--- src/rtl/fetch_sequencer.sv ---
// Instruction-fetch sequencer: owns the architectural PC, drives the imem
// request/ack handshake and the IF output register (delay-slot redirects, flushes).
module fetch_sequencer #(
  parameter logic [31:0] RESET_PC = 32'h0000_3000
) (
  input  logic        clk,
  input  logic        reset,
  input  logic        stall,
  input  logic        redir_valid,
  input  logic [31:0] redir_pc,
  input  logic        flush_valid,
  input  logic [31:0] flush_pc,
  output logic        imem_req,
  output logic [31:0] imem_addr,
  input  logic        imem_ack,
  input  logic [31:0] imem_rdata,
  output logic        if_valid,
  output logic [31:0] if_pc,
  output logic [31:0] if_instr,
  output logic        if_adel
);

  typedef enum logic [0:0] {ST_FETCH = 1'b0, ST_HOLD = 1'b1} state_t;

  state_t      state_r;
  logic [31:0] pc_r, req_addr_r, pend_pc_r, hold_pc_r, hold_instr_r;
  logic        pend_v_r, drop_r, hold_v_r, hold_adel_r;

  logic        consume_s, out_free_s, misaligned_s, ack_s, outstanding_s;
  logic [31:0] nxt_s, target_s, word_s;

  function automatic logic aligned(input logic [31:0] addr);
    return (addr[1:0] == 2'b00);
  endfunction

  assign consume_s     = if_valid & ~stall;
  assign out_free_s    = ~if_valid | consume_s;
  assign misaligned_s  = ~aligned(req_addr_r);
  // A misaligned address is never sent to memory; it completes at once as a faulting word.
  assign ack_s         = (state_r == ST_FETCH) & ((imem_req & imem_ack) | misaligned_s);
  assign outstanding_s = (state_r == ST_FETCH) & imem_req & ~imem_ack;
  assign nxt_s         = pend_v_r ? pend_pc_r : (pc_r + 32'd4);
  assign target_s      = redir_valid ? redir_pc : nxt_s;
  assign word_s        = misaligned_s ? 32'd0 : imem_rdata;
  assign imem_addr     = req_addr_r;

  // Fetch FSM, PC/redirect bookkeeping and the registered IF stage outputs.
  always_ff @(posedge clk) begin
    if (reset) begin
      state_r      <= ST_FETCH;
      pc_r         <= RESET_PC;
      req_addr_r   <= RESET_PC;
      pend_v_r     <= 1'b0;
      pend_pc_r    <= 32'd0;
      drop_r       <= 1'b0;
      hold_v_r     <= 1'b0;
      hold_pc_r    <= 32'd0;
      hold_instr_r <= 32'd0;
      hold_adel_r  <= 1'b0;
      imem_req     <= 1'b0;
      if_valid     <= 1'b0;
      if_pc        <= 32'd0;
      if_instr     <= 32'd0;
      if_adel      <= 1'b0;
    end else if (flush_valid) begin
      state_r  <= ST_FETCH;
      pc_r     <= flush_pc;
      pend_v_r <= 1'b0;
      hold_v_r <= 1'b0;
      if_valid <= 1'b0;
      // An unacked request must still complete; its word is discarded later.
      if (outstanding_s) begin
        drop_r   <= 1'b1;
        imem_req <= 1'b1;
      end else begin
        drop_r     <= 1'b0;
        req_addr_r <= flush_pc;
        imem_req   <= aligned(flush_pc);
      end
    end else begin
      case (state_r)
        ST_FETCH: begin
          if (ack_s && drop_r) begin
            drop_r     <= 1'b0;
            req_addr_r <= pc_r;
            imem_req   <= aligned(pc_r);
            if (consume_s) if_valid <= 1'b0;
          end else if (ack_s) begin
            pc_r       <= target_s;
            req_addr_r <= target_s;
            if (!redir_valid) pend_v_r <= 1'b0;
            if (out_free_s) begin
              if_valid <= 1'b1;
              if_pc    <= req_addr_r;
              if_instr <= word_s;
              if_adel  <= misaligned_s;
              imem_req <= aligned(target_s);
            end else begin
              hold_v_r     <= 1'b1;
              hold_pc_r    <= req_addr_r;
              hold_instr_r <= word_s;
              hold_adel_r  <= misaligned_s;
              imem_req     <= 1'b0;
              state_r      <= ST_HOLD;
            end
          end else begin
            imem_req <= 1'b1;
            // The in-flight word is the delay slot; park the target until it lands.
            if (redir_valid && !drop_r) begin
              pend_v_r  <= 1'b1;
              pend_pc_r <= redir_pc;
            end
            if (consume_s) if_valid <= 1'b0;
          end
        end
        ST_HOLD: begin
          if (redir_valid) begin
            pc_r       <= redir_pc;
            req_addr_r <= redir_pc;
          end
          if (out_free_s && hold_v_r) begin
            if_valid <= 1'b1;
            if_pc    <= hold_pc_r;
            if_instr <= hold_instr_r;
            if_adel  <= hold_adel_r;
            hold_v_r <= 1'b0;
            state_r  <= ST_FETCH;
            imem_req <= aligned(redir_valid ? redir_pc : req_addr_r);
          end else begin
            imem_req <= 1'b0;
          end
        end
        default: begin
          state_r  <= ST_FETCH;
          imem_req <= 1'b0;
        end
      endcase
    end
  end

endmodule

--- config.mk ---
export PLATFORM = sky130hd
export DESIGN_NAME = fetch_sequencer
export DESIGN_NICKNAME = d
export VERILOG_FILES = /design/src/rtl/fetch_sequencer.sv
export SDC_FILE = /design/constraint.sdc
export NUM_CORES = 1
export LEC_CHECK = 0
export ABC_AREA = 1
export ABC_CLOCK_PERIOD_IN_PS = 2400
export CORE_MARGIN = 5
export CORE_UTILIZATION = 45
export DETAILED_ROUTE_END_ITERATION = 6
export MAX_ROUTING_LAYER = met4
export PLACE_DENSITY = 0.7
export SYNTH_ARGS = -nofsm -noshare
export SYNTH_HDL_FRONTEND = slang
export SYNTH_SLANG_ARGS = --single-unit
--- constraint.sdc ---
create_clock -name clk -period 2.4 [get_ports clk]
set_input_delay 0.48 -clock clk [delete_from_list [all_inputs] [get_ports clk]]
set_output_delay 0.48 -clock clk [all_outputs]
set_load 0.02 [all_outputs]
# Word level (Yosys, flattened, before mapping)
# Index checks and enable logic that the tools add are counted.
# op_classes
addsub	1
n_eq_ne	13
n_mux	58
n_bitwise	16
n_reduce_logical	22
# ops
cell	n
32-bit two-way mux	19
32-bit case mux with 2 select lines	4
32-bit by 3-bit adder with 32-bit output (second input constant)	1
1-bit two-way mux	30
5-bit AND reduction	3
2-bit != test (second input constant)	7
2-bit logical NOT	5
1-bit case mux with 2 select lines	5
3-bit != test (second input constant)	3
1-bit NOT	9
4-bit by 3-bit != test with 1-bit output (second input constant)	2
4-bit AND reduction	2
2-bit AND reduction	3
3-bit AND reduction	2
1-bit bitwise AND	5
2-bit nonzero test	2
1-bit logical AND	3
2-bit by 1-bit != test with 1-bit output (second input constant)	1
1-bit bitwise OR	2
2-bit OR reduction	1
1-bit logical NOT	1
# totals
regBits	232
inputBits	102
out_inout_bits	99
word_cells	126

# Depth between registers and ports, before layout
# logic_depth
word_depth	9
ltp_mapped	14
ltp_nobuf	14

# Least setup slack after synthesis
# OpenSTA, ideal clock, no wires.
# synth_path
path_kind	in2reg
startpoint	input imem_ack
endpoint	register req_addr_r[12] (netlist: imem_addr[12])
setup_time_ns	0.115
arrival_time_ns	1.610
t_required_ns	2.285
path_slack_ns	0.676
stages	11
n_path_buf	2
path_cell_list	inv_1 o21ai_4 nand2_4 nand2_2 nand2_1 inv_1 nand2_1 buf_4 buf_4 a21oi_1 nand2_1
# synth_between
elab_chain_len	7
word_cells_on_any_way	12
cone_classes	eq/ne: 2; mux: 3; bitwise: 5; reduce/logical: 2
# synth_rtl
item	line_no	source
from (decl)	15	input logic imem_ack,
1-bit bitwise AND	40	assign ack_s = (state_r == ST_FETCH) & ((imem_req & imem_ack) | misaligned_s);
1-bit bitwise OR	40	
1-bit bitwise AND	40	
1-bit logical AND	83	if (ack_s && drop_r) begin
32-bit two-way mux	83	
32-bit case mux with 2 select lines	81	case (state_r)
32-bit two-way mux	65	end else if (flush_valid) begin
to (signal assigned)	77	req_addr_r <= flush_pc;
to (signal assigned)	85	req_addr_r <= pc_r;
to (signal assigned)	90	req_addr_r <= target_s;
to (decl)	26	logic [31:0] pc_r, req_addr_r, pend_pc_r, hold_pc_r, hold_instr_r;
# Parallel ways exist; a longest one is shown, timed or not.
# A chain may end at the register's enable or synchronous reset.

# Worst setup path in the final report
# layout_path
startpoint	register req_addr_r[0] (netlist: imem_addr[0])
endpoint	output imem_addr[0]
# layout_rtl
item	line_no	source
to (decl)	14	output logic [31:0] imem_addr,
# No word-level cell between the ends.

==> impl_metrics.csv <==
group,metric,value,unit
status,status,"completed",
routing,detail-route-antenna-nets,0,
floorplan,dieHeight,171,um
global_routing,grt_pass1_vias,11800,
clock_network,cts_resized,0,
power,powerDensity,784,mW/mm^2
routing,via_count,12700,
placed_design,numPortBuffers,200,
sta,setup_viol,0,
synth,yosysMostFrequentCell,"nand2_1",
synth,synth_area_leaders,"dfxtp_1, nand2_1, o21ai_0",
floorplan,core-area,0.0258,mm^2
synth,synth-async-reset-ratio,0,
global_routing,grt_overflow,0,
sta,worst_pin_slew,0.773,ns
synth,synth_edf_count,0,
global_routing,grt_usage,0.271,
setup_path,crit_fanout,6,
routing,drtIter0Drc,1101,
routing,wl_met2,17900,um
final_layout,nFillCells,2449,
synth,synth.avg_cell_area,6.56,um^2
synth,synth_common_cells,"nand2_1, nor2_1, o21ai_0, dfxtp_1, a21oi_1",
synth,synth.distinct_cells,44,
floorplan,die_area,0.0292,mm^2
sta,whs,0.437,ns
setup_path,cpMaxStageDelayCell,"clkdlybuf4s50_1",
clock_network,tritoncts,"built",
sta,layout_min_cycle_time,2.19,ns
synth,yosys.area.top_type,"dfxtp_1",
synth,synth_area,0.0117,mm^2
global_routing,grt_pass1_wl,63200,um
synth,synth-seq-area-share,0.398,
routing,wl_per_cell,17.3,um
floorplan,boundaryPins,201,
power,ir_drop,0.539,mV
sta,final_max_slew_viol_count,0,
final_layout,utilization,0.588,
synth,ys_seq_elements,232,
final_layout,n_antenna_cell,0,
routing,met3WireLength,2740,um
synth,synth_top_area_share,0.398,
setup_path,max_stage_delay,0.67,ns
placed_design,gp_congestion,0.953,
setup_path,critPathRequiredTime,1.92,ns
global_routing,antenna_found_initial,0,
clock_network,cts_sinks,232,
routing,wl,39700,um
synth,synthFlopType,"dfxtp_1",
sta,finalHoldViolCount,0,
setup_path,cp_top_family,"buffers and inverters",
hold_path,hold_path.class,"input port to flip-flop",
sta,rsz0062_at_grt,"no",
clock_network,htreeDepth,1,
final_layout,drive_gt1_frac,0.0678,
clock_network,path_clk_slew,0.06,ns
placed_design,dp_hpwl,26800,um
routing,avgViaCountPerCell,5.53,
final_layout,seqCellArea,0.00465,mm^2
setup_path,start_kind,"flip-flop",
floorplan,start_util,0.452,
final_layout,multi_input_area,0.00607,mm^2
floorplan,die_w,171,um
clock_network,postCtsSetupBuffers,0,
sta,fmax,457,MHz
setup_path,path_cells,"clkdlybuf4s50_1",
clock_network,hold_buffers,0,
final_layout,layoutNonFillerInstCount,2297,
clock_network,clock-root-buffer,"clkbuf_16",
synth,yosys_warnings,0,
sta,finalCritPeriodShare,0.912,
routing,met1_length,17400,um
setup_path,crit_buf_inv,1,
synth,syn_nets,1881,
sta,slew_headroom,0.485,
sta,fin_skew,0.0267,ns
clock_network,clockBufferDepth,3,
routing,routed.top_layer,"met4",
routing,drc,0,
setup_path,crit_type,"flip-flop to output port",
placed_design,placedCellCount,2248,
clock_network,clk_latency,0.54,ns
routing,drt-pass1-iter-count,6,
final_layout,areaGrowthSynthToFinish,30.0,%
sta,finalSetupTns,0,ns
floorplan,rows,59,
run,max_cap_viol_count,0,
clock_network,cts_made_buffers,27,
setup_path,critical_path.endpoint_type,"output port",
synth,syn-instance-count,1778,
setup_path,critical_path_arrival,1.71,ns
power,cellLeakagePower,6.25,nW
final_layout,layout.nets,2045,
global_routing,grt_max_degree,74,
-- sequential cells by signal, indices dropped and copies added, names as in the netlist --
register,flops
hold_instr_r,32
hold_adel_r,1
if_instr,32
pc_r,32
pend_v_r,1
hold_pc_r,32
imem_req,1
pend_pc_r,32
if_valid,1
state_r,1
if_adel,1
if_pc,32
imem_addr,32
drop_r,1
hold_v_r,1
-- layer usage --
metal,vias to the layer above,global-route usage
met1,5851,0.369
met3,93,0.0277
li1,6252,-
met4,0,0.103
met2,503,0.419
met5,-,-
-- through the flow --
step | power (mW) | worst slack, ns | area [um^2]
3_3_place_gp | 7.38 | 0.0330 | 14200
4_1_cts | 11.9 | 0.176 | 15200
2_1_floorplan | 6.14 | 0.676 | 11700
3_5_place_dp | 7.41 | 0.0130 | 14200
6_report | 11.9 | 0.212 | 15200
5_1_grt | 12.4 | 0.149 | 15200
-- cell usage in the layout, fill, tap and decap left out, drive strengths merged, types with 64 or more instances in the layout --
master | netlist | routed
nand3 | 94 | 94
o21ai | 273 | 273
dfxtp | 232 | 232
inv | 100 | 102
nor2 | 255 | 255
clkdlybuf4s50 | 0 | 198
buf | 41 | 64
a31oi | 74 | 74
a21oi | 127 | 127
nand2 | 436 | 436
-- power breakdown --
part	internal [mW]	switching, mW	total, mW
registers	4.25	0.369	4.62
clock network	2.81	1.72	4.52
logic	1.17	1.57	2.74
total	8.22	3.66	11.9
-- cell families (layout without fill, tap and decap cells) --
family,count (synthesis),count (layout),share of synthesized area
adders and majority gates,1,1,0.00107
AOI/OAI and AO/OA,514,514,0.239
DFF,232,232,0.398
buffers and inverters,228,412,0.0815
xor gates and xnor gates,4,4,0.00301
and+or+nand+nor,799,799,0.277
-- final timing paths --
path	slack [ns]	start	endpoint	cells after the start
max	0.21	imem_addr[0]	imem_addr[0]	1
min	0.44	redir_valid	pend_v_r	3
max reg2reg	0.43	pc_r[3]	imem_addr[12]	15
min reg2reg	0.45	hold_pc_r[11]	if_pc[11]	2
-- layout make-up --
cell class | count | area share
Multi-Input combinational cell | 1318 | 0.400
Tap cell | 335 | 0.0277
Inverter | 101 | 0.0253
Sequential cell | 232 | 0.307
Timing Repair Buffer | 262 | 0.175
Clock buffer | 31 | 0.0476
Clock inverter | 18 | 0.0173
-- worst register-to-register path, delay by kind of cell, from the launching register on --
| family | cells | cell delay, ns |
|---|---|---|
| buffers and inverters | 1 | 0.18 |
| flip-flops | 1 | 0.41 |
| adder cells (fa/ha/maj) | 1 | 0.24 |
| AND/OR/NAND/NOR | 13 | 1.07 |
No activity file was read; power rests on OpenSTA's default activity.
